<file path="config.mk">
export PLATFORM = sky130hd
export DESIGN_NAME = debug_poke
export DESIGN_NICKNAME = d
export VERILOG_FILES = /design/src/rtl/debug_poke.sv
export SDC_FILE = /design/constraint.sdc
export NUM_CORES = 1
export LEC_CHECK = 0
export ABC_AREA = 1
export CORE_MARGIN = 3
export CORE_UTILIZATION = 50
export DETAILED_ROUTE_END_ITERATION = 10
export PLACE_DENSITY = 0.75
export SYNTH_ARGS = -nofsm -noshare
export SYNTH_HDL_FRONTEND = slang
export SYNTH_SLANG_ARGS = --single-unit
</file>
<file path="constraint.sdc">
create_clock -name clk -period 1.5 [get_ports clk]
set_input_delay 0.45 -clock clk [delete_from_list [all_inputs] [get_ports clk]]
set_output_delay 0.45 -clock clk [all_outputs]
set_load 0.01 [all_outputs]
</file>
<file path="src/rtl/debug_poke.sv">
// debug_poke: turns push-button presses plus the slide switches into
// register-write transactions for the datapath debug port.
// Entry takes two presses: the first picks a register index, the second
// supplies the data byte. Each completed entry issues one valid/ready write.
//
// Ports:
//   clk      - system clock, all state on the rising edge
//   rst      - asynchronous active-low reset
//   key_n    - raw push-button, asynchronous, 0 = pressed
//   sw       - raw switches: [2:0] index, [7:0] data, [9] cancel
//   wr_valid - write request pending (high in SEND)
//   wr_ready - datapath accepts when wr_valid & wr_ready at an edge
//   wr_sel   - register index (A,B,C,D,E,F,H,L)
//   wr_data  - byte to write
//   phase    - entry step: 0 ADDR, 1 DATA, 2 SEND
module debug_poke #(
  parameter int unsigned DB_CYCLES = 250000,
  parameter int unsigned CNT_W     = $clog2(DB_CYCLES) + 1
) (
  input  logic       clk,
  input  logic       rst,
  input  logic       key_n,
  input  logic [9:0] sw,
  output logic       wr_valid,
  input  logic       wr_ready,
  output logic [2:0] wr_sel,
  output logic [7:0] wr_data,
  output logic [1:0] phase
);

  typedef enum logic [1:0] {
    ADDR = 2'd0,
    DATA = 2'd1,
    SEND = 2'd2
  } state_t;

  localparam logic [CNT_W-1:0] CNT_LAST = CNT_W'(DB_CYCLES - 1);

  logic             key_s1;
  logic             key_s2;
  logic             key_db;
  logic [CNT_W-1:0] db_cnt;
  logic             press;

  state_t     state;
  state_t     state_nxt;
  logic [2:0] sel_nxt;
  logic [7:0] data_nxt;

  // Two-flop synchroniser; idles at released (1).
  always_ff @(posedge clk or negedge rst) begin
    if (!rst) begin
      key_s1 <= 1'b1;
      key_s2 <= 1'b1;
    end else begin
      key_s1 <= key_n;
      key_s2 <= key_s1;
    end
  end

  // Counter measures how long the synced key has disagreed with the
  // accepted level; it clears at the terminal count so it never wraps.
  always_ff @(posedge clk or negedge rst) begin
    if (!rst) begin
      key_db <= 1'b1;
      db_cnt <= '0;
    end else if (key_s2 == key_db) begin
      db_cnt <= '0;
    end else if (db_cnt == CNT_LAST) begin
      key_db <= key_s2;
      db_cnt <= '0;
    end else begin
      db_cnt <= db_cnt + CNT_W'(1);
    end
  end

  // Press fires in the cycle whose edge moves the debounced level 1->0,
  // so the FSM reacts on the same edge the level is accepted.
  always_comb begin
    press = key_db & ~key_s2 & (db_cnt == CNT_LAST);
  end

  always_ff @(posedge clk or negedge rst) begin
    if (!rst) begin
      state   <= ADDR;
      wr_sel  <= '0;
      wr_data <= '0;
    end else begin
      state   <= state_nxt;
      wr_sel  <= sel_nxt;
      wr_data <= data_nxt;
    end
  end

  always_comb begin
    state_nxt = state;
    sel_nxt   = wr_sel;
    data_nxt  = wr_data;
    case (state)
      ADDR: begin
        if (press) begin
          sel_nxt   = sw[2:0];
          state_nxt = DATA;
        end
      end
      DATA: begin
        if (press) begin
          if (sw[9]) begin
            state_nxt = ADDR;
          end else begin
            data_nxt  = sw[7:0];
            state_nxt = SEND;
          end
        end
      end
      SEND: begin
        // Presses here are dropped, not queued.
        if (wr_ready) state_nxt = ADDR;
      end
      default: state_nxt = ADDR;
    endcase
  end

  always_comb begin
    wr_valid = (state == SEND);
    phase    = state;
  end

endmodule

</file>
==> impl_metrics.py <==
metrics = {
    "status": {
        "status": "completed",
    },
    "clock_tree": {
        "htree_levels": 2,
        "cts-root-buf": "clkbuf_8",
        "cts_buffers": 5,
        "cts_tree": "done",
        "clockBufferDepth": 2,
        "clk_latency_ns": 0.29,
        "cts-hold-fix-buffers": 0,
        "numClockSinks": 35,
        "clk_pin_slew_ns": 0.06,
    },
    "power_and_ir_drop": {
        "power_density_nw_per_um2": 715,
        "internal_power_uw": 1380,
        "p_comb_share_pct": 5.7,
        "peakVddDrop_mv": 0.646,
        "pwr-share-clk_pct": 39.5,
        "pwr-share-seq_pct": 54.8,
        "switchingPower_uw": 382,
        "leakagePower_uw": 0.00118,
        "p_sw_share_pct": 21.7,
    },
    "global_route": {
        "gr-usage-met3_pct": 6.07,
        "use_met2_pct": 31.1,
        "grt_pass1_vias": 1468,
        "grt_first_pass_wirelength_um": 6470,
        "use_met1_pct": 25.5,
        "track_usage_pct": 19.8,
        "grt_max_degree": 36,
        "grt_busiest_layer": "met2",
        "overflow": 0,
        "antenna_found_initial": 0,
    },
    "synthesis": {
        "muxShareOfSynthArea_pct": 0,
        "ys_types": 27,
        "synth-seq-cells": 35,
        "postSynthCellCount": 235,
        "synthDominantCellAreaShare_pct": 43.3,
        "synth_xor_area_share_pct": 4.74,
        "syn_nets": 251,
        "synthAdderAreaFrac_pct": 1.35,
        "yosysTopAreaCell": "dfrtp_1",
        "yosysSeqAreaShare_pct": 47.6,
        "yosys.area_share.simple_pct": 38.2,
        "synth_area_um2": 1850,
        "synth_area_leaders": "dfrtp_1 43%, nand2_1 15%, nor2_1 9.5%, dfstp_2 4.3%, nand4_1 4.1%",
        "synth_compound_area_share_pct": 1.89,
        "synth_area_per_cell_um2": 7.87,
        "synth_top_family_by_area": "simple AND/OR/NAND/NOR gates",
        "yosysWarnings": 0,
    },
    "timing": {
        "setup_violations": 0,
        "layout_setup_ws_ns": 0.0384,
        "finalMaxSlewViolations": 0,
        "fin_crit_sh_pct": 97.4,
        "fmax_mhz": 684,
        "fin_tns_setup_ns": 0,
        "tightestPinTransition_ns": 0.308,
        "fin_crit_ns": 1.46,
        "rsz0062_at_grt": "yes",
        "hold_viol": 0,
        "relSlewSlack_pct": 79.5,
        "fin_skew_ns": 0.00398,
    },
    "final_layout": {
        "seqCellArea_um2": 880,
        "final_area_um2": 2460,
        "nFillCells": 282,
        "multiInputGateArea_um2": 906,
        "layout-drive-gt1-share_pct": 21.5,
        "diodes": 0,
        "nets": 308,
        "area_growth_pct": 33.2,
    },
    "place": {
        "io_buffers": 26,
        "gp_congestion": 0.881,
        "dpl_cell_area_um2": 2330,
        "pre_cts_ws_ns": -0.0281,
        "dp_hpwl_um": 2920,
    },
    "routing": {
        "routedWlPerCell_um": 11.8,
        "drt_first_pass_iters": 4,
        "vias_per_cell": 4.86,
        "num_vias": 1648,
        "detail-route-antenna-nets": 0,
        "drt_first_iter_violations": 143,
        "wirelength_um": 4000,
        "drc": 0,
    },
    "min_path": {
        "hold_path.class": "flop to flop",
    },
    "floorplan": {
        "die_h_um": 66.8,
        "core_area_um2": 3440,
        "dieArea_um2": 4460,
        "ioPinCount": 28,
        "initial_core_util_pct": 53.7,
        "row_count": 21,
        "die_w_um": 66.8,
    },
    "job": {
        "maxCapViolations": 0,
    },
    "worst_setup_path": {
        "path_class": "flop to flop",
        "crit_path_start_kind": "flop",
        "required_ns": 1.68,
        "arrival_ns": 1.64,
        "cp-end-kind": "flop",
        "path_max_fanout": 5,
    },
}
-- logic make-up (layout without fill, tap and decap cells) --
logic type               Yosys count  in the layout
XOR/XNOR                          10             10
flip-flops                        35             35
AND/OR/NAND/NOR                  155            157
AO/OA/AOI/OAI                      6              6
buffers and inverters             27             83
adder cells (fa/ha/maj)            2              2
-- power by group through the flow --
stage | registers, uW | clock network [uW] | logic, uW
2_1_floorplan | 978 | 0 | 24.2
3_3_place_gp | 979 | 0 | 97.8
3_5_place_dp | 979 | 0 | 97.6
4_1_cts | 962 | 719 | 99.4
5_1_grt | 966 | 772 | 112
6_report | 965 | 695 | 101
-- per-layer routing --
| layer | share of wire (%) | routed length, um |
|---|---|---|
| met1 | 47 | 1860 |
| met2 | 48 | 1940 |
| met3 | 3.5 | 140 |
| met4 | 1.5 | 59 |
| met5 | 0 | 0 |
-- timing repair --
action,4_1_cts,5_1_grt
pin swaps,1,4
endpoints found under the setup margin,15,22
gates cloned,0,2
setup buffers,0,2
gates resized for setup,23,8
-- cells in the mapped netlist, drive strengths merged --
cell / number
a21oi: 2
a31oi: 1
and2: 2
buf: 2
clkbuf: 1
clkinv: 1
dfrtp: 32
dfstp: 3
ha: 2
inv: 23
nand2: 75
nand3: 13
nand4: 12
nor2: 53
o21ai: 3
xnor2: 3
xor2: 7
-- final timing paths --
kind | end | depth (start not counted) | slack [ns] | start
setup / recovery | wr_data[6]$_DFFE_PN0P_ | 8 | 0.04 | db_cnt[0]$_DFF_PN0_
hold / removal | key_s2$_DFF_PN1_ | 0 | 0.36 | key_s1$_DFF_PN1_
setup reg to reg | wr_data[6]$_DFFE_PN0P_ | 8 | 0.04 | db_cnt[0]$_DFF_PN0_
hold reg to reg | key_s2$_DFF_PN1_ | 0 | 0.36 | key_s1$_DFF_PN1_
max in group asynchronous | key_s2$_DFF_PN1_ | 2 | 0.72 | rst
min in group asynchronous | db_cnt[7]$_DFF_PN0_ | 2 | 0.53 | rst
-- critical path, cell delays in order (launching register included) --
cell     delay [ns]
dfrtp_1        0.40
ha_4           0.17
nand3_4        0.10
inv_4          0.08
nand3_4        0.13
nor2_8         0.20
nand3_2        0.14
nand2_1        0.09
nand2_1        0.05
-- sequential cells by signal, indices dropped and copies added (netlist names) --
signal and cells:
key_s2 1, key_db 1, db_cnt 19, key_s1 1, phase 2, wr_data 8, wr_sel 3
-- cell usage in the layout (no fill, tap or decap), types with 2 or more instances in the layout --
master and n:
nand2_1 72, nor2_1 45, dfrtp_1 32, buf_4 23, inv_1 19, nand4_1 12, clkdlybuf4s50_1 12, dlygate4sd2_1 11
nand3_1 9, xor2_1 7, nor2_2 6, clkbuf_8 6, inv_2 4, nand2_2 3, nand3_4 3, xnor2_1 3
dfstp_2 3, nor2_4 2, a21oi_1 2, and2_1 2, nand3_2 2, buf_2 2
-- area by class of cell --
| class | count | area share (%) |
|---|---|---|
| well taps | 46 | 2.34 |
| flip-flops and latches | 35 | 35.7 |
| repair buffers | 51 | 17.7 |
| clock inverters | 1 | 0.203 |
| multi-input cells | 175 | 36.8 |
| inverters | 24 | 3.76 |
| clock buffers | 7 | 3.51 |
-- per-stage QoR --
step	total power (uW)	utilization, %	hold slack, ns	instances
2_1_floorplan	1000	-	0.154	235
3_3_place_gp	1080	67.6	0.347	327
3_5_place_dp	1080	67.6	0.349	327
4_1_cts	1780	69.8	0.359	335
5_1_grt	1850	71.5	0.365	339
6_report	1760	71.5	0.357	339
Power figures use the tool's default switching activity.
